<file path="src/rtl/up_down_counter_mod.sv">
// Modulo-N up/down counter with parallel load, synchronous clear, wrap/saturate mode
// and registered terminal-count status (at_zero, at_max, wrap pulse).
module up_down_counter_mod #(
    parameter int unsigned      WIDTH    = 8,
    parameter longint unsigned  MODULO   = 256,
    parameter int unsigned      SATURATE = 0
) (
    input  logic             clk,
    input  logic             rst,
    input  logic             clr,
    input  logic             load,
    input  logic [WIDTH-1:0] load_val,
    input  logic             en,
    input  logic             up_dn,
    output logic [WIDTH-1:0] count,
    output logic             at_zero,
    output logic             at_max,
    output logic             wrap
);

    localparam logic [WIDTH-1:0] MAX_CNT = WIDTH'(MODULO - 64'd1);
    localparam bit               SAT     = (SATURATE != 0);

    logic [WIDTH-1:0] r_count;
    logic             r_wrap;
    logic             r_at_zero;
    logic             r_at_max;

    logic [WIDTH-1:0] w_cnt_nxt;
    logic             w_wrap_nxt;

    // Next count and wrap flag; increments/decrements only happen strictly inside the
    // range, so the WIDTH-bit arithmetic can never overflow, even when MODULO = 2**WIDTH.
    always_comb begin
        w_cnt_nxt  = r_count;
        w_wrap_nxt = 1'b0;
        if (clr) begin
            w_cnt_nxt = '0;
        end else if (load) begin
            w_cnt_nxt = (load_val > MAX_CNT) ? MAX_CNT : load_val;
        end else if (en) begin
            if (up_dn) begin
                if (r_count == MAX_CNT) begin
                    w_wrap_nxt = 1'b1;
                    w_cnt_nxt  = SAT ? r_count : '0;
                end else begin
                    w_cnt_nxt = r_count + WIDTH'(1);
                end
            end else begin
                if (r_count == '0) begin
                    w_wrap_nxt = 1'b1;
                    w_cnt_nxt  = SAT ? r_count : MAX_CNT;
                end else begin
                    w_cnt_nxt = r_count - WIDTH'(1);
                end
            end
        end
    end

    // Status flags are registered from the next count so they always match the count register.
    always_ff @(posedge clk or negedge rst) begin
        if (!rst) begin
            r_count   <= '0;
            r_wrap    <= 1'b0;
            r_at_zero <= 1'b1;
            r_at_max  <= 1'b0;
        end else begin
            r_count   <= w_cnt_nxt;
            r_wrap    <= w_wrap_nxt;
            r_at_zero <= (w_cnt_nxt == '0);
            r_at_max  <= (w_cnt_nxt == MAX_CNT);
        end
    end

    assign count   = r_count;
    assign wrap    = r_wrap;
    assign at_zero = r_at_zero;
    assign at_max  = r_at_max;

endmodule

</file>
<file path="config.mk">
export PLATFORM = sky130hd
export DESIGN_NAME = up_down_counter_mod
export DESIGN_NICKNAME = d
export VERILOG_FILES = /design/src/rtl/up_down_counter_mod.sv
export SDC_FILE = /design/constraint.sdc
export NUM_CORES = 1
export LEC_CHECK = 0
export ABC_CLOCK_PERIOD_IN_PS = 1900
export CORE_MARGIN = 2
export CORE_UTILIZATION = 50
export CTS_BUF_LIST = sky130_fd_sc_hd__clkbuf_4
export CTS_CLUSTER_DIAMETER = 40
export DETAILED_ROUTE_END_ITERATION = 16
export DONT_BUFFER_PORTS = 1
export PLACE_DENSITY = 0.68
export SETUP_SLACK_MARGIN = 0.5
export SYNTH_ARGS = -nofsm -noshare
export SYNTH_HDL_FRONTEND = slang
export SYNTH_SLANG_ARGS = --single-unit
export TNS_END_PERCENT = 10
</file>
<file path="constraint.sdc">
create_clock -name clk -period 1.9 [get_ports clk]
set_input_delay 0.38 -clock clk [delete_from_list [all_inputs] [get_ports clk]]
set_output_delay 0.38 -clock clk [all_outputs]
set_load 0.02 [all_outputs]
</file>
==> flow_summary.ini, run 1 <==
[status]
status = finished with violations
violations = negative setup slack

[setup_path]
worstPathRequired_ps = 2070
critPathMaxFanout = 4
worstSetupPathType = flop to flop
critPathTopFamily = simple AND/OR/NAND/NOR gates
cpMaxStageDelayCell = or4_4
cp_data_arrival_time_ps = 2140
cp_num_buf_inv = 0
cp_slowest_stage_delay_ps = 560
startpoint_type = flop
endpoint_kind = flop
worstPathCellList = or4_4 > o21ai_1 > nand3_1 > a31oi_4 > nand4_1 > nor4_1

[cts]
clk_pin_slew_worst_paths_ps = 70
cts_buffer_depth = 2
clock-root-buffer = clkbuf_4
cts_tree = built
insertion_delay_ps = 270
numCtsBuffers = 3
htreeDepth = 1
clkSinkCount = 11

[cells_and_area]
drive_above_1_share_pct = 35.4
final_util_pct = 66.9
synthToLayoutAreaGrowth_pct = 30.0
fill_cells = 179
n_antenna_cell = 0
instances_no_fill = 171
fin_nets = 162

[floorplan]
dieHeight_um = 48.5
dieArea_um2 = 2350
ios = 25
num_rows = 16
die_w_um = 48.5
initial_core_util_pct = 51.5
coreArea_um2 = 1920

[global_route]
grt-ovfl-total = 0
grt_pass1_vias = 1030
grt_pass1_wl_um = 4990
grt_max_degree = 19
antenna_found_initial = 0
grtUsageTotal_pct = 27.1

[power]
fin_total_pwr_w = 0.000745
intPower_w = 0.000489
ir_drop_uv = 726
seq_power_share_pct = 38.3
power-per-cell-area_nw_per_um2 = 579
clkPwrFrac_pct = 22.7
switching_share_pct = 34.4
leakagePower_nw = 0.550
power_switching_w = 0.000256
comb_power_share_pct = 39.0

[drt]
vias_per_cell = 6.22
first_pass_iters = 4
drc = 0
drt_iter0_markers = 49
vias = 1063
final_antenna_net_count = 0
wirelength_um = 2900
wl_per_cell_um = 16.9

[sta]
fin_ws_ps = -67.5
maxSlewViolCount = 0
post-route-min-period_ps = 1970
slew_headroom_pct = 67.2
final-setup-viol-count = 2
fin_crit_sh_pct = 104
worst_pin_slew_ps = 490
final.setup_skew_ps = 5.39
hold_viol = 0
rsz0062_at_grt = yes
timing.fmax_ghz = 0.508

[worst_hold_path]
hold_path.class = input pin to flop

[synthesis]
yosysTopAreaCellShare_pct = 25.3
syn-cell-area_um2 = 990
synth-seq-cells = 11
yosysWarnings = 0
ys_seq_area_share_pct = 27.9
synth_nets = 142
ys_top_cells_by_area = dfrtp_1 (25%), nand3_1 (4.6%), inv_1 (4.6%), a21oi_1 (4.0%), ha_1 (3.8%)
synth_flop_cell = dfrtp_1
syn-instance-count = 125
postSynthAreaPerCell_um2 = 7.92
synth_edf_count = 0
synth_async_sr_flop_share_pct = 100
synthDistinctLibCells = 40
yosysTopAreaCell = dfrtp_1

[place]
dp_hpwl_um = 2160
port_buffers = 0
dp.cells = 166
place.gp.congestion = 0.959

[run]
maxCapViolations = 0
-- layout by cell type, fill, tap and decap left out, drive strengths merged, types with 2 or more instances in the layout --
master	synthesis	final
o21ai	5	5
nor2b	5	5
buf	2	23
inv	12	12
nand3	9	9
nor4	3	3
nor3	4	4
a31oi	4	4
dfrtp	10	10
a221oi	3	3
xnor2	3	3
nand2b	2	2
nand3b	2	2
o21a	2	2
nand2	8	8
a21oi	8	8
and4	2	2
o31ai	3	3
and2	2	2
nor2	8	8
a221o	2	2
clkbuf	7	4
ha	3	3
nand4	5	5
-- final cells by class --
class,count,area (um^2),area share (%)
Tap cell,27,33.8,2.63
Inverter,12,45.0,3.50
Clock buffer,4,30.0,2.33
Timing Repair Buffer,24,198,15.4
Multi-Input combinational cell,93,696,54.1
Sequential cell,11,284,22.1
-- cell usage after synthesis (3+ instances only) --
| cell | instances |
|---|---|
| nand3_1 | 9 |
| dfrtp_1 | 10 |
| o21ai_0 | 5 |
| nor3_1 | 4 |
| a31oi_1 | 4 |
| xnor2_1 | 3 |
| nand2_1 | 8 |
| nor2b_1 | 5 |
| a21oi_1 | 8 |
| nand4_1 | 5 |
| clkbuf_1 | 7 |
| inv_1 | 12 |
| ha_1 | 3 |
| nor2_1 | 8 |
-- layer usage --
metal  vias up  GRT usage (%)  share of wire (%)
met1       505           37.2                 42
li1        496              -                  -
met5         -              0                  0
met4         0           7.62                1.0
met3         4           5.86                7.8
met2        58           43.3                 50
-- power groups by stage --
stage	sequential, W	combinational [W]	clock [W]
after detailed placement	0.000286	0.000253	0
after global placement	0.000286	0.000250	0
final	0.000285	0.000291	0.000169
after CTS	0.000282	0.000281	0.000172
after floorplan	0.000298	0.000168	0
after global routing	0.000288	0.000319	0.000183
-- final timing paths --
path,slack (ps),from,end,cells past startpoint
setup / recovery,-70,count[2],at_zero,6
hold / removal,160,clr,wrap,1
setup reg to reg,-70,count[2],at_zero,6
hold reg to reg,750,count[4],wrap,3
max in group asynchronous,1030,rst,count[1],1
min in group asynchronous,510,rst,wrap,1
-- flip-flops by register name, indices dropped and copies added, names as in the netlist --
| signal | count |
|---|---|
| at_zero | 1 |
| at_max | 1 |
| wrap | 1 |
| count | 8 |
-- timing repair --
action                     in CTS  in global routing
gates resized for setup        12                  9
setup buffers                   0                  0
pin swaps                       4                  8
hold buffers                    1                  0
hold endpoints to repair       11                  0
setup endpoints to repair      12                 12
-- kinds of logic after synthesis --
logic type / share of synthesized area (%)
xor+xnor: 2.66
compound gates: 25.0
simple gates: 31.5
flops: 27.9
buf+inv: 9.10
fa+ha+maj: 3.79
-- per-stage QoR --
stage	hold slack [ps]	setup WS, ps	setup TNS [ps]	instance area (um^2)
detailed placement	84.5	-137	-223	1170
CTS	167	-64.7	-111	1260
global route	156	-191	-381	1290
floorplan	84.4	-73.3	-125	1020
finish	164	-67.5	-120	1290
global placement	84.6	-111	-189	1170
Power figures use the tool's default switching activity.
==> run 2: changes to the inputs <==
- CTS_CLUSTER_SIZE: not set -> 14
==> results of run 2 <==
Same layout as run 1: the final DEF is identical, and so are final timing and power.
